**src/rtl/self_trig_tagger.sv**
```systemverilog
`timescale 1ns/1ps
// Tag FIFO (first-word-fall-through) and the self-trigger burst tagger that fills it.
// A self-trigger rise starts a burst of 1-16 tagged strobes, each tag queued for readout.

// Generic synchronous FIFO with first-word-fall-through head and an occupancy count.
// Latency: a pushed word appears at the head on the cycle after the push.
// Backpressure: a push is dropped when full unless a same-cycle pop frees the slot; a pop while empty is ignored.
module stt_fifo #(
    parameter int W     = 8,
    parameter int DEPTH = 16
) (
    input  logic                     Clk40,
    input  logic                     Reset_b,
    input  logic                     push,
    input  logic [W-1:0]             push_dat,
    input  logic                     pop,
    output logic [W-1:0]             head_dat,
    output logic                     empty,
    output logic [$clog2(DEPTH):0]   count
);
    localparam int AW = $clog2(DEPTH);
    localparam logic [AW:0] FULL_CNT = (AW+1)'(DEPTH);

    logic [W-1:0]  mem [DEPTH];
    logic [AW-1:0] wr_ptr;
    logic [AW-1:0] rd_ptr;
    logic [AW:0]   cnt;
    logic          do_push;
    logic          do_pop;

    assign do_pop  = pop & (cnt != '0);
    assign do_push = push & ((cnt != FULL_CNT) | do_pop);

    always_ff @(posedge Clk40) begin
        if (do_push) begin
            mem[wr_ptr] <= push_dat;
        end
    end

    always_ff @(posedge Clk40 or negedge Reset_b) begin
        if (!Reset_b) begin
            wr_ptr <= '0;
            rd_ptr <= '0;
            cnt    <= '0;
        end else begin
            if (do_push) begin
                wr_ptr <= wr_ptr + 1'b1;
            end
            if (do_pop) begin
                rd_ptr <= rd_ptr + 1'b1;
            end
            unique case ({do_push, do_pop})
                2'b10:   cnt <= cnt + 1'b1;
                2'b01:   cnt <= cnt - 1'b1;
                default: cnt <= cnt;
            endcase
        end
    end

    assign head_dat = mem[rd_ptr];
    assign empty    = (cnt == '0);
    assign count    = cnt;
endmodule

// Self-trigger receiver: rise on SelfTrigger -> burst of TrigMult+1 tagged strobes, then DeadTime idle cycles.
// Latency: rise sampled on edge N drives Trigger in cycles N+1 .. N+1+TrigMult; tags readable the cycle after their strobe.
// Backpressure: a burst is only accepted when the tag FIFO can hold all of it; otherwise the trigger is dropped and counted.
module self_trig_tagger #(
    parameter int FIFO_DEPTH = 32,
    parameter int TAG_W      = 5
) (
    input  logic             Clk40,
    input  logic             Reset_b,
    input  logic             SelfTrigger,
    input  logic             SelfTrigEn,
    input  logic [3:0]       TrigMult,
    input  logic [7:0]       DeadTime,
    input  logic             ClearCnt,
    output logic             Trigger,
    output logic             TagValid,
    output logic [TAG_W-1:0] TagData,
    input  logic             TagRead,
    output logic             Busy,
    output logic [7:0]       MissedCnt
);
    localparam int AW = $clog2(FIFO_DEPTH);
    localparam logic [AW:0] FULL_CNT = (AW+1)'(FIFO_DEPTH);

    typedef enum logic [1:0] {
        IDLE  = 2'd0,
        BURST = 2'd1,
        DEAD  = 2'd2
    } state_t;

    state_t           state;
    state_t           state_nxt;
    logic             trig_q;
    logic             rise;
    logic [3:0]       burst_cnt;
    logic [7:0]       dead_len;
    logic [7:0]       dead_cnt;
    logic [TAG_W-1:0] tag_cnt;
    logic             tag_push;
    logic             tag_pop;
    logic             fifo_empty;
    logic [TAG_W-1:0] fifo_head;
    logic [AW:0]      fifo_cnt;
    logic [AW:0]      free_cnt;
    logic [AW:0]      need_cnt;
    logic             space_ok;
    logic             accept;
    logic             miss;
    logic             burst_done;

    assign rise    = SelfTrigger & ~trig_q;
    assign tag_pop = TagRead & ~fifo_empty;

    // Free space counts a same-cycle pop so a full FIFO being read can still take a 1-strobe burst.
    assign free_cnt = FULL_CNT - fifo_cnt;
    assign need_cnt = (AW+1)'(TrigMult) + 1'b1;
    assign space_ok = (free_cnt + (AW+1)'(tag_pop)) >= need_cnt;

    assign accept     = (state == IDLE) & rise & SelfTrigEn & space_ok;
    assign miss       = rise & SelfTrigEn & ~accept;
    assign burst_done = (state == BURST) & (burst_cnt == 4'd0);

    always_ff @(posedge Clk40 or negedge Reset_b) begin
        if (!Reset_b) begin
            state <= IDLE;
        end else begin
            state <= state_nxt;
        end
    end

    always_comb begin
        state_nxt = state;
        unique case (state)
            IDLE:    if (accept) state_nxt = BURST;
            BURST:   if (burst_cnt == 4'd0) state_nxt = (dead_len != 8'd0) ? DEAD : IDLE;
            DEAD:    if (dead_cnt == 8'd0) state_nxt = IDLE;
            default: state_nxt = IDLE;
        endcase
    end

    always_comb begin
        Trigger  = 1'b0;
        Busy     = 1'b0;
        tag_push = 1'b0;
        unique case (state)
            IDLE: ;
            BURST: begin
                Trigger  = 1'b1;
                Busy     = 1'b1;
                tag_push = 1'b1;
            end
            DEAD:    Busy = 1'b1;
            default: ;
        endcase
    end

    // Burst length and dead time are captured at accept so mid-burst register writes cannot disturb it.
    always_ff @(posedge Clk40 or negedge Reset_b) begin
        if (!Reset_b) begin
            trig_q    <= 1'b0;
            burst_cnt <= '0;
            dead_len  <= '0;
            dead_cnt  <= '0;
            tag_cnt   <= '0;
        end else begin
            trig_q <= SelfTrigger;
            if (accept) begin
                burst_cnt <= TrigMult;
                dead_len  <= DeadTime;
            end else if ((state == BURST) && (burst_cnt != 4'd0)) begin
                burst_cnt <= burst_cnt - 1'b1;
            end
            if (burst_done) begin
                dead_cnt <= dead_len - 1'b1;
            end else if ((state == DEAD) && (dead_cnt != 8'd0)) begin
                dead_cnt <= dead_cnt - 1'b1;
            end
            if (tag_push) begin
                tag_cnt <= tag_cnt + 1'b1;
            end
        end
    end

    always_ff @(posedge Clk40 or negedge Reset_b) begin
        if (!Reset_b) begin
            MissedCnt <= '0;
        end else if (ClearCnt) begin
            MissedCnt <= '0;
        end else if (miss && (MissedCnt != 8'hFF)) begin
            MissedCnt <= MissedCnt + 1'b1;
        end
    end

    stt_fifo #(
        .W     (TAG_W),
        .DEPTH (FIFO_DEPTH)
    ) u_tag_fifo (
        .Clk40    (Clk40),
        .Reset_b  (Reset_b),
        .push     (tag_push),
        .push_dat (tag_cnt),
        .pop      (tag_pop),
        .head_dat (fifo_head),
        .empty    (fifo_empty),
        .count    (fifo_cnt)
    );

    assign TagValid = ~fifo_empty;
    assign TagData  = TagValid ? fifo_head : '0;
endmodule

```
**config.mk**
```make
export PLATFORM = sky130hd
export DESIGN_NAME = self_trig_tagger
export DESIGN_NICKNAME = d
export VERILOG_FILES = /design/src/rtl/self_trig_tagger.sv
export SDC_FILE = /design/constraint.sdc
export NUM_CORES = 1
export LEC_CHECK = 0
export ABC_AREA = 1
export BUFFER_PORTS_ARGS = -buffer_cell sky130_fd_sc_hd__clkbuf_2
export CORE_ASPECT_RATIO = 1.4
export CORE_UTILIZATION = 50
export CTS_CLUSTER_DIAMETER = 50
export DETAILED_ROUTE_END_ITERATION = 16
export GPL_TIMING_DRIVEN = 0
export PLACE_DENSITY = 0.7
export SYNTH_ARGS = -nofsm -noshare
export SYNTH_HDL_FRONTEND = slang
export SYNTH_SLANG_ARGS = --single-unit
```
**constraint.sdc**
```tcl
create_clock -name Clk40 -period 3.08 [get_ports Clk40]
set_input_delay 0.154 -clock Clk40 [delete_from_list [all_inputs] [get_ports Clk40]]
set_output_delay 0.154 -clock Clk40 [all_outputs]
set_load 0.01 [all_outputs]
```
### Yosys cells after proc, flatten, opt, wreduce, memory -nomap -nowiden

Memories as Yosys holds them, arrays and structs flattened.
Cells that the tools add are included.

| word-level totals | value |
|---|---|
| register bits after elaboration | 52 |
| RAM bits | 160 |
| memories | 1 |
| logic and storage cells | 81 |
| input port bits | 18 |

Memories:

| memory | words | bits a word | rd ports | clocked after Yosys merged registers in | wr ports | line | RTL |
|---|---|---|---|---|---|---|---|
| u_tag_fifo.mem | 32 | 5 | 1 | 0 | 1 | 24 | `logic [W-1:0] mem [DEPTH];` |

| cells by class | value |
|---|---|
| add/subtract/negate cells | 12 |
| equal/unequal tests | 9 |
| mux-type cells | 17 |
| bitwise logic cells | 14 |
| reductions and logical operators | 17 |
| magnitude comparators | 1 |

Operators with widths:

| cell | number |
|---|---|
| 8-bit 2-to-1 mux | 4 |
| 8-bit nonzero test | 2 |
| 8-bit by 1-bit subtractor with 8-bit output, second input constant | 2 |
| 5-bit by 1-bit adder with 5-bit output, second input constant | 3 |
| 6-bit case mux with 2 select lines | 1 |
| 1-bit bitwise AND | 10 |
| 8-bit by 1-bit adder with 8-bit output, second input constant | 1 |
| 8-bit zero test | 1 |
| 2-bit 2-to-1 mux | 4 |
| 4-bit 2-to-1 mux | 2 |
| 8-bit != test, second input constant | 1 |
| 2-bit nonzero test | 4 |
| 6-bit by 1-bit adder with 6-bit output | 1 |
| 6-bit by 1-bit adder with 6-bit output, second input constant | 1 |
| 6-bit by 5-bit greater-or-equal comparator with 1-bit output | 1 |
| 6-bit zero test | 1 |
| 6-bit != test, second input constant | 1 |
| 2-bit case mux with 3 select lines | 1 |
| 6-bit nonzero test | 1 |
| 6-bit by 1-bit subtractor with 6-bit output, second input constant | 1 |
| 6-bit subtractor, first input constant | 1 |
| 4-bit by 1-bit adder with 5-bit output, second input constant | 1 |
| 5-bit 2-to-1 mux | 1 |
| 2-bit by 1-bit equality test with 1-bit output, second input constant | 2 |
| 13 further kinds | 22 |

### Logic depth before layout (Yosys ltp)

| logic depth | value |
|---|---|
| depth in word-level cells | 11 |
| depth in mapped cells | 20 |
| gate-level depth less buffers | 20 |

### Hierarchy

From an unflattened synthesis, not the netlist that was laid out.

| second synthesis, totals | value |
|---|---|
| cells, all modules | 1032 |
| area, all modules | 10099.7 sq um |

By module, submodules not included:

| module | cells an instance | times used | area each (sq um) |
|---|---|---|---|
| stt_fifo | 719 | 1 | 7708.6 |
| self_trig_tagger | 313 | 1 | 2391.0 |

### Worst setup path after synthesis

OpenSTA, ideal clock, no wires.

| path | value |
|---|---|
| path type | register to register |
| from | register u_tag_fifo.cnt[4], in the netlist u_tag_fifo.count[4] |
| to | register burst_cnt[2] |
| path buffers | 1 |
| setup slack | 0.560 ns |
| setup time | 0.125 ns |
| arrival time | 2.395 ns |
| stages on the path, launching flop included | 20 |
| required time | 2.955 ns |
| path through | dfrtp_1 nor2_2 nand4_4 nand2_4 ha_1 inv_1 ha_1 xnor2_1 ha_1 nand2_1 inv_1 nand2_1 nand2_1 nand2_1 nand2_1 nand2_4 inv_2 buf_2 nand2_1 nand3_1 |

| between the ends | value |
|---|---|
| cells in the longest elaborated chain, start to end | 7 |
| elaborated cells between the ends (all ways) | 9 |

RTL lines:

| what | line | RTL |
|---|---|---|
| start: declaration | 27 | `logic [AW:0] cnt;` |
| start signal: assignment | 53 | `2'b10: cnt <= cnt + 1'b1;` |
| start signal: assignment | 54 | `2'b01: cnt <= cnt - 1'b1;` |
| start signal: assignment | 55 | `default: cnt <= cnt;` |
| 6-bit zero test * | 61 | `assign empty = (cnt == '0);` |
| 1-bit NOT * | - |  |
| via TagValid | 80 | `output logic TagValid,` |
| 1-bit bitwise AND * | 116 | `assign tag_pop = TagRead & ~fifo_empty;` |
| 6-bit by 1-bit adder with 6-bit output * | 121 | `assign space_ok = (free_cnt + (AW+1)'(tag_pop)) >= need_cnt;` |
| 6-bit by 5-bit greater-or-equal comparator with 1-bit output * | 121 |  |
| 1-bit bitwise AND * | 123 | `assign accept = (state == IDLE) & rise & SelfTrigEn & space_ok;` |
| 4-bit 2-to-1 mux / 2-bit nonzero test (equally long branches) | - |  |
| end signal: assignment | 172 | `burst_cnt <= TrigMult;` |
| end signal: assignment | 175 | `burst_cnt <= burst_cnt - 1'b1;` |
| end: declaration | 99 | `logic [3:0] burst_cnt;` |

Mark *: on every way through the listed nets, which the timed path passes. The rest lies on a longest branch.
A chain may end at the register's enable or synchronous reset.

### Worst setup path after layout

| path | value |
|---|---|
| from | register u_tag_fifo.rd_ptr[1] |
| to | output TagData[2] |

| between the ends | value |
|---|---|
| cells in the longest elaborated chain, start to end | 2 |

RTL lines:

| what | line | RTL |
|---|---|---|
| start: declaration | 26 | `logic [AW-1:0] rd_ptr;` |
| start signal: assignment | 50 | `rd_ptr <= rd_ptr + 1'b1;` |
| memory 32 x 5 bit | - |  |
| 5-bit 2-to-1 mux | 213 | `assign TagData = TagValid ? fifo_head : '0;` |
| end: declaration | 81 | `output logic [TAG_W-1:0] TagData,` |

No other way between the ends.

==> impl_results.md <==
* Run status: complete, no violations
* Drt pass-1 iters at 5
* CTS sink cnt at between 200 and 250
* Final setup margin at around 0.27 ns
* Commonest non-fill, non-tap cell in the layout: nor2_1
* Setup CP Type: flop to output pin
* Grt ovf at 0
* TritonCTS Buffers at 21
* Mux cell area share after synthesis at 0%
* HP Start: ClearCnt
* Deepest clock path buffer count at 3
* Die height at between 150 and 200 um
* Min-Delay Path Depth at 4
* Wire per inst at roughly 18 um
* Synth warnings at 0
* DRC violations left at 0
* DRT antenna net count at 0
* Yosys cell types at 42
* Avg Synthesized Cell Area at a little over 10 um^2
* DRT iter0 DRCs at approximately 730
* Via/cell ratio at 5.550
* F_max at 356.4 MHz
* XOR/XNOR Fraction of Synth Area at 2.499%
* Yosys top cell area share at approximately half
* Drt total wl at between 20000 and 25000 um
* Hold Path Class: input pin to flop
* Clock Latency Late Sink at 0.49 ns
* Crit path DAT at between 2 and 3 ns
* Simple-gate share of the synthesized area at 18.96%
* Number of global-route vias before repair at between 6000 and 7000
* Die X at roughly 120 um
* Reg clk slew, reported paths at 0.06 ns
* Critical Path RT at around 2.9 ns
* Largest net degree at the start of global routing at between 50 and 60
* Dpl hpwl at between 15000 and 20000 um
* Synth top area cells: edfxtp_1, dfrtp_1, nor2_1, nand2_1, o21ai_0
* Synth Area in Adders at approximately 3.3%
* CTS tree: built
* Pwr Density at 988.3 nW/um^2
* H-tree level count at 1
* Max-slew violations at 0
* Final period utilization at roughly nine tenths
* Die area at around 20000 um^2
* Worst slack, placed at ~0.21 ns
* Largest family of logic cells by synthesized area: simple AND/OR/NAND/NOR gates
* Layout Nets at approximately 1100
* Post-synth EDFFs at 160
* Final hold viol count at 0
* R2r startpoint: u_tag_fifo.count[4]
* GP Congestion at 0.9956
* Setup tns final at 0 ns
* Cells after Synth at 944
* Layout cell share with drive strength beyond 1 at roughly an eighth
* Post-synthesis cell area at about 9800 um^2
* Syn nets at ~990
* RSZ-0062 raised after global routing: false
* Starting Density at about half
* Via Count at between 7000 and 8000
* Max-cap violations at 0
* Slew @ Worst Pin at about 1.3 ns
* Io pins at 34
* Initial antenna violation count at 0
* Port Buffer Count at 33
* Most frequent cells in the layout: nor2_1, edfxtp_1, nand2_1, o21ai_0, inv_1
* Worst Setup End Kind: output pin
* Total GRT Usage at between 20% and 30%
* Final min period at 2.806 ns
* FF+latch count, synth at 212
* Worst setup path startpoint: u_tag_fifo.rd_ptr[1]
* Setup violators final at 0
* Commonest register cell after synthesis: edfxtp_1
* Post-synth top area cell: edfxtp_1
* Crit-path max FO at 10
* Root buf cell: clkbuf_16
* Peak supply drop at 507.6 uV
* FP Rows at 60
* Async S/R FF share, synth at 24.53%
* Rel. slew slack at about an eighth
* CP Launch Type: flop
* Ant diodes at 0
* Core area at about 19000 um^2
* Global-route wire length before repair at about 36000 um
* P_leak at between 4 and 5 nW
* Cells on worst reg2reg path at 19
* Compound-Gate Fraction of Synth Area at ~8.2%
* Clock Skew at approximately 0.012 ns
* Sequential area share after synthesis at between 60% and 70%
* Synth-to-Final Area Change at 13.69%
==> critical path: stages (launching register included) <==
cell      delay [ns]
dfrtp_1         0.37
buf_2           0.19
inv_2           0.07
clkbuf_1        0.48
o21ai_0         0.19
o22ai_1         0.14
o21ai_0         0.09
nor2_1          0.24
nor2_1          0.07
nor2_1          0.14
clkbuf_2        0.16
==> synthesized netlist by cell type, types with 13 or more instances <==
cell and instances:
nor2_1 164, edfxtp_1 160, nand2_1 150, o21ai_0 83, inv_1 65, nand3_1 59
dfrtp_1 52, ha_1 24, xor2_1 23, nand4_1 22, buf_2 18, o22ai_1 18
o21ai_1 15, a21oi_1 13
==> state kept, by name (all words and copies together), names as in the netlist <==
register and flops:
u_tag_fifo.mem 160, MissedCnt 8, dead_cnt 8, dead_len 8, u_tag_fifo.count 6, tag_cnt 5, u_tag_fifo.rd_ptr 5, u_tag_fifo.wr_ptr 5
burst_cnt 4, state 2, trig_q 1
==> cell type report <==
class / count / area (um^2)
Fill cell: 1649 / 8060
Sequential cell: 212 / 6106
Multi-Input combinational cell: 624 / 3234
Clock buffer: 26 / 564.3
Timing Repair Buffer: 49 / 332.8
Tap cell: 248 / 310.3
Inverter: 70 / 262.8
Buffer: 38 / 211.5
Clock inverter: 12 / 136.4
==> kinds of logic (layout without fill, tap and decap cells) <==
group,count (synthesis),count (layout)
AO/OA/AOI/OAI,147,147
AND/OR/NAND/NOR,424,424
XOR/XNOR,28,28
buffers and inverters,108,195
adder cells (fa/ha/maj),25,25
flip-flops,212,212
==> path summary, 6_finish.rpt <==
check	slack, ns	endpoint
worst min-delay path	0.02	MissedCnt[4]
worst max register to register	0.37	dead_len[1]
worst min register to register	0.49	dead_cnt[1]
worst max-delay path	0.27	TagData[2]
min in group asynchronous	0.21	dead_cnt[1]
max in group asynchronous	2.30	u_tag_fifo.wr_ptr[4]
==> per-layer routing <==
metal | global-route usage, % | routed length [um]
met4 | 10.20 | 993
met1 | 28.36 | 8991
met2 | 42.33 | 11860
met5 | 0 | 0
met3 | 2.778 | 1371
==> timing repair <==
item / 4_1_cts / 5_1_grt
setup endpoints to repair: 0 / 20
gates resized for setup: 0 / 2
hold endpoints to repair: 13 / 26
hold buffers: 13 / 1
setup buffers: 0 / 1
==> report_power, final <==
group | switching [mW] | internal, mW
combinational | 2.75 | 1.34
sequential | 0.598 | 3.74
clock | 1.04 | 1.55
==> stage by stage <==
| step | instance area (um^2) | utilization (%) | power, mW | hold WS, ns | cells |
|---|---|---|---|---|---|
| global route | 11160 | 58.06 | 11.68 | 0.02972 | 1279 |
| CTS | 11120 | 57.86 | 11.01 | 0.002923 | 1276 |
| detailed placement | 10290 | 53.54 | 8.414 | 0.2841 | 1225 |
| global placement | 10290 | 53.54 | 8.319 | 0.2802 | 1225 |
| finish | 11160 | 58.06 | 11.03 | 0.02388 | 1279 |
| floorplan | 9814 | - | 6.976 | -0.1416 | 944 |
No activity file was read; power rests on OpenSTA's default activity.
